===== src/rtl/s_axis_pkt.sv =====
// AXI4-Stream slave into a first-word-fall-through beat FIFO storing {tlast, tkeep, tdata}.
// Optional packet mode (define S_AXIS_PKT_MODE_EN) holds beats back until a whole packet is stored.
module s_axis_pkt #(
  parameter int S_AXIS_DATA_BYTES = 8,
  parameter int FIFO_DEPTH        = 64,
  parameter int FIFO_AW           = 6,
  parameter int AFULL_LVL         = 56
) (
  input  logic                           s_axis_aclk,
  input  logic                           s_axis_aresetn,
  input  logic                           s_axis_tvalid,
  input  logic                           s_axis_tlast,
  input  logic [8*S_AXIS_DATA_BYTES-1:0] s_axis_tdata,
  input  logic [S_AXIS_DATA_BYTES-1:0]   s_axis_tstrb,
  input  logic [S_AXIS_DATA_BYTES-1:0]   s_axis_tkeep,
  output logic                           s_axis_tready,
  input  logic                           u_fifo_ren,
  output logic                           u_fifo_rready,
  output logic [8*S_AXIS_DATA_BYTES-1:0] u_fifo_rdata,
  output logic [S_AXIS_DATA_BYTES-1:0]   u_fifo_rkeep,
  output logic                           u_fifo_rlast,
  output logic [FIFO_AW:0]               u_fifo_level,
  output logic                           u_fifo_afull,
  output logic                           u_rd_err
);

  localparam int DW = 8 * S_AXIS_DATA_BYTES;
  localparam int EW = DW + S_AXIS_DATA_BYTES + 1;
  localparam logic [FIFO_AW:0] PTR_ONE  = {{FIFO_AW{1'b0}}, 1'b1};
  localparam logic [FIFO_AW:0] AFULL_TH = (FIFO_AW+1)'(AFULL_LVL);

  // Handshakes: a beat transfers on an edge where valid & ready are both high;
  // ready never depends on valid, so upstream may wait for ready before asserting valid.

  logic [FIFO_AW:0] wr_ptr;
  logic [FIFO_AW:0] rd_ptr;
  logic [FIFO_AW:0] level;
  logic             rst_done;
  logic             rd_err;
  logic [EW-1:0]    mem [FIFO_DEPTH];
  logic [EW-1:0]    head;
  logic             full;
  logic             empty;
  logic             push;
  logic             pop;
  logic             rready;
  logic             unused_tstrb;

  assign unused_tstrb = ^s_axis_tstrb;

  // Pointer MSB is the wrap bit: equal low bits with differing MSB means full.
  assign empty = (wr_ptr == rd_ptr);
  assign full  = (wr_ptr[FIFO_AW] != rd_ptr[FIFO_AW]) &&
                 (wr_ptr[FIFO_AW-1:0] == rd_ptr[FIFO_AW-1:0]);

  // rst_done keeps tready low while reset is held and raises it one edge after release.
  assign s_axis_tready = rst_done & ~full;
  assign push          = s_axis_tvalid & s_axis_tready;
  assign pop           = u_fifo_ren & rready;

  always_ff @(posedge s_axis_aclk or negedge s_axis_aresetn) begin
    if (!s_axis_aresetn) begin
      rst_done <= 1'b0;
    end else begin
      rst_done <= 1'b1;
    end
  end

  always_ff @(posedge s_axis_aclk or negedge s_axis_aresetn) begin
    if (!s_axis_aresetn) begin
      wr_ptr <= '0;
      rd_ptr <= '0;
    end else begin
      if (push) wr_ptr <= wr_ptr + PTR_ONE;
      if (pop)  rd_ptr <= rd_ptr + PTR_ONE;
    end
  end

  always_ff @(posedge s_axis_aclk or negedge s_axis_aresetn) begin
    if (!s_axis_aresetn) begin
      level <= '0;
    end else begin
      case ({push, pop})
        2'b10:   level <= level + PTR_ONE;
        2'b01:   level <= level - PTR_ONE;
        default: level <= level;
      endcase
    end
  end

  always_ff @(posedge s_axis_aclk or negedge s_axis_aresetn) begin
    if (!s_axis_aresetn) begin
      rd_err <= 1'b0;
    end else if (u_fifo_ren && !rready) begin
      rd_err <= 1'b1;
    end
  end

  // Storage is not reset; the pointers alone define which entries are live.
  always_ff @(posedge s_axis_aclk) begin
    if (push) begin
      mem[wr_ptr[FIFO_AW-1:0]] <= {s_axis_tlast, s_axis_tkeep, s_axis_tdata};
    end
  end

  assign head = mem[rd_ptr[FIFO_AW-1:0]];

`ifdef S_AXIS_PKT_MODE_EN
  logic [FIFO_AW:0] pkt_cnt;
  logic             pkt_in;
  logic             pkt_out;

  assign pkt_in  = push & s_axis_tlast;
  assign pkt_out = pop & head[EW-1];

  always_ff @(posedge s_axis_aclk or negedge s_axis_aresetn) begin
    if (!s_axis_aresetn) begin
      pkt_cnt <= '0;
    end else begin
      case ({pkt_in, pkt_out})
        2'b10:   pkt_cnt <= pkt_cnt + PTR_ONE;
        2'b01:   pkt_cnt <= pkt_cnt - PTR_ONE;
        default: pkt_cnt <= pkt_cnt;
      endcase
    end
  end

  // A full FIFO without any tlast would otherwise never drain, so full also releases beats.
  assign rready = ~empty & ((pkt_cnt != '0) | full);
`else
  assign rready = ~empty;
`endif

  assign u_fifo_rready = rready;
  assign u_fifo_rdata  = head[DW-1:0];
  assign u_fifo_rkeep  = head[DW +: S_AXIS_DATA_BYTES];
  assign u_fifo_rlast  = head[EW-1];
  assign u_fifo_level  = level;
  assign u_fifo_afull  = (level >= AFULL_TH);
  assign u_rd_err      = rd_err;

endmodule


===== config.mk =====
export PLATFORM = sky130hd
export DESIGN_NAME = s_axis_pkt
export DESIGN_NICKNAME = d
export VERILOG_FILES = /design/src/rtl/s_axis_pkt.sv
export SDC_FILE = /design/constraint.sdc
export NUM_CORES = 2
export LEC_CHECK = 0
export BUFFER_PORTS_ARGS = -buffer_cell sky130_fd_sc_hd__buf_2
export CORE_MARGIN = 2
export CORE_UTILIZATION = 61
export CTS_CLUSTER_SIZE = 14
export DETAILED_ROUTE_END_ITERATION = 10
export GPL_TIMING_DRIVEN = 0
export PLACE_DENSITY_LB_ADDON = 0.3
export SYNTH_ARGS = -nofsm -noshare
export SYNTH_HDL_FRONTEND = slang
export SYNTH_MEMORY_MAX_BITS = 65536
export SYNTH_SLANG_ARGS = --single-unit

===== constraint.sdc =====
create_clock -name s_axis_aclk -period 14.15 [get_ports s_axis_aclk]
set_clock_uncertainty 0.1 [all_clocks]
set_input_delay 1.415 -clock s_axis_aclk [delete_from_list [all_inputs] [get_ports s_axis_aclk]]
set_output_delay 1.415 -clock s_axis_aclk [all_outputs]
set_load 0.01 [all_outputs]

==> out/metrics.csv <==
stage,metric,value,unit
cts,cts bufs inserted,448,
routing,via count,91500,
cells_and_area,layout cells sized above 1,28.0,%
synthesis,synth unique cells,53,
synthesis,Ys Warns,0,
critical_path,Top delay family on crit path,buffers and inverters,
routing,vias per inst,7.23,
timing,Final Setup Violations,0,
timing,Fin Setup TNS,0,ps
job,Max-Cap Viols,5,
outcome,failing checks,"capacitance limit, slew limit",
placement,HPWL after detailed placement,321000,um
cells_and_area,Syn-to-layout area delta,14.4,%
grt,initial antenna violation count,38,
timing,Fin. Hold Viols,0,
synthesis,"EDFF count, synth",4672,
cts,Root Buffer,clkbuf_16,
critical_path,type of the worst setup path,reg2out,
critical_path,RR Endpoint,mem[3][40]$_DFFE_PP_,
power,Peak VDD IR,169,uV
critical_path,Reg2Reg Launch Point,rd_ptr[5]$_DFFE_PN0P_,
timing,RSZ-0062 raised after global routing,false,
grt,Tot GR Track Use,34.7,%
cts,clk sinks,4695,
critical_path,"Critical Path, Cell by Cell","buf_4, buf_2, buf_2, buf_1, mux4_2, a221oi_1, o21ai_0, a22o_1, buf_2",
cells_and_area,fillers,16200,
floorplan,Die Wd,545,um
grt,largest net degree at the start of global routing,65,
cts,Post CTS Setup Buffer Count,0,
critical_path,R2R depth,9,
cts,H-tree Lvls,5,
critical_path,worst-path fanout max,10,
critical_path,startpoint types,flop,
routing,Detail Route Antenna Nets,0,
cts,CTS tree,yes,
timing,Least-Margin Pin Slew,1620,ps
timing,worst relative slew slack,-8.27,%
routing,drt total wl,512000,um
grt,Congestion Overflow GR,0,
cts,"Reg clk slew, reported paths",60,ps
synthesis,cell count after synthesis,7481,
synthesis,Seq cells post-synth,4695,
floorplan,Die Y,545,um
cts,number of buffers on the longest clock path,4,
timing,Tcrit/Tclk final,54.0,%
hold_path,HP Class,in2async,
critical_path,slowest cell on the critical path,buf_1,
critical_path,Crit. End Element,primary output,
placement,placed cell area,189000,sq um
critical_path,most frequent CP cell,buf_2,
placement,I/O Buffers,160,
floorplan,Starting Density,61.3,%
cts,Post-CTS Hold Fix Bufs,0,
floorplan,# IOs,169,
grt,first-pass GRT wire length,706000,um
synthesis,dominant synthesized flop cell,edfxtp_1,
grt,vias in the first global route,92200,
critical_path,CP arrival,6130,ps
critical_path,reg2reg setup slack,9200,ps
cells_and_area,area of the multi-input gates,36000,sq um
floorplan,full die area,297000,sq um
critical_path,Critical Path RT,12640,ps
critical_path,number of buffers and inverters on the critical path,5,
timing,count of pins over their slew limit,45,
synthesis,Mapped Nets,7575,
routing,drt first-iter violations,15100,
timing,crit path time final,7640,ps
cts,clock latency on the worst-skew pair,990,ps
outcome,status,"finished, violations left",
routing,post-DR wirelength/cell,40.4,um
timing,fmax,131,MHz
synthesis,Mapped Area,178000,sq um
routing,1st-pass router iterations,6,
timing,Hold WS,308,ps
placement,GPL Wtd Cong,0.820,
critical_path,biggest cell delay along the critical path,1200,ps
synthesis,Avg Inst Size Synth,23.8,sq um
synthesis,post-synthesis sequential area ratio,79.0,%
floorplan,row cnt,198,
power,Pwr Total,39700,uW
floorplan,Core Region,291000,sq um
cells_and_area,nets,8420,
critical_path,worst setup path start,rd_ptr[1]$_DFFE_PN0P_,
cells_and_area,final instance area,204000,sq um
routing,DRC violations left,0,
power,Pwr Density,195,nW/um^2
synthesis,Async SR Flop Fraction,0.490,%
cells_and_area,Register Area,141000,sq um
power,Static Leak,0.0640,uW
cts,Resized Gates After CTS,0,
per-layer routing:
layer	GRT usage, %	part of all wire (%)	up-vias
li1	-	-	34200
met1	44.1	32	47500
met2	54.5	48	8026
met3	10.1	14	1669
met4	19.3	6.4	36
met5	0	0.047	-
stage by stage:
step	std cells	setup slack, ps	util (%)
final	12700	6510	70.1
after global routing	12600	6600	70.1
after CTS	12600	6620	70.1
after detailed placement	11800	7600	65.1
after global placement	11500	2930	63.2
after floorplan	7481	8350	-
state kept, by name (all words and copies together), names as in the netlist:
register      count
u_rd_err          1
u_fifo_level      7
rd_ptr            7
rst_done          1
wr_ptr            7
mem            4672
cell families after synthesis:
group                      synth area share [%]
xor gates and xnor gates                  0.118
buffers and inverters                      1.06
AOI/OAI and AO/OA                          2.35
muxes                                      16.8
DFF                                        79.0
adders and majority gates                0.0674
other                                   0.00210
and+or+nand+nor                           0.550
how the worst max path moves through the flow:
stage / slack [ps] / cells past startpoint / end
after floorplan: 8350 / 4 / mem[37][0]$_DFFE_PP_
after global placement: 2930 / 5 / mem[19][45]$_DFFE_PP_
after detailed placement: 7600 / 8 / u_fifo_rdata[25]
after CTS: 6620 / 8 / u_fifo_rdata[25]
after global routing: 6600 / 9 / u_fifo_rdata[63]
final: 6510 / 9 / u_fifo_rlast
placed cells by master (no fill, tap or decap), types with 13 or more instances in the layout:
master / netlist / final
mux2i_1: 366 / 366
o2111ai_1: 46 / 46
dfrtp_1: 23 / 23
clkinv_16: 0 / 13
edfxtp_1: 4672 / 4672
a221oi_1: 27 / 27
o211ai_1: 73 / 73
mux4_2: 1168 / 1168
clkbuf_1: 220 / 294
a22oi_1: 144 / 144
buf_1: 60 / 54
o21ai_0: 34 / 33
nor2_4: 0 / 65
nand2_1: 106 / 106
buf_4: 13 / 13
a21oi_1: 75 / 75
bufinv_16: 0 / 42
clkinv_2: 0 / 92
buf_12: 0 / 194
o221ai_1: 73 / 73
clkinv_1: 0 / 106
a22o_1: 72 / 72
buf_2: 134 / 299
buf_16: 0 / 37
diode_2: 0 / 63
xnor2_1: 18 / 18
clkbuf_16: 0 / 450
report_power, final:
| group | internal, uW | switching, uW |
|---|---|---|
| Sequential | 15500 | 81.3 |
| Combinational | 4630 | 7550 |
| Clock | 6620 | 5260 |
cell type report:
cell class	count	share of cell area [%]
flip-flops and latches	4695	69.1
well taps	3900	2.39
diodes	63	0.0773
plain buffers	430	0.922
clock buffers	537	5.68
multi-input cells	2348	17.6
clock inverters	281	1.39
repair buffers	395	2.82
inverters	8	0.0147
cells in the mapped netlist, types with 3 or more instances:
master | instances | area [sq um]
nor2_1 | 69 | 259
a22o_1 | 72 | 631
nor2b_1 | 3 | 18.8
o2111ai_1 | 46 | 403
clkbuf_1 | 220 | 826
xor2_1 | 6 | 52.6
nand2b_1 | 3 | 18.8
inv_1 | 8 | 30.0
or3b_2 | 4 | 35.0
nand3_1 | 5 | 25.0
dfrtp_1 | 23 | 576
o211ai_1 | 73 | 548
a22oi_1 | 144 | 1080
nand2_1 | 106 | 398
edfxtp_1 | 4672 | 140000
mux2i_1 | 366 | 3660
and4_1 | 3 | 26.3
buf_4 | 13 | 97.6
mux4_2 | 1168 | 26300
o221ai_1 | 73 | 639
nand4_1 | 4 | 25.0
o21ai_0 | 34 | 170
buf_2 | 134 | 671
nand3b_1 | 5 | 37.5
buf_6 | 3 | 33.8
a221oi_1 | 27 | 236
ha_1 | 8 | 100
a21oi_1 | 75 | 375
nand4b_1 | 3 | 26.3
xnor2_1 | 18 | 158
buf_1 | 60 | 225
Note: power is estimated with default switching activity, not from simulation.
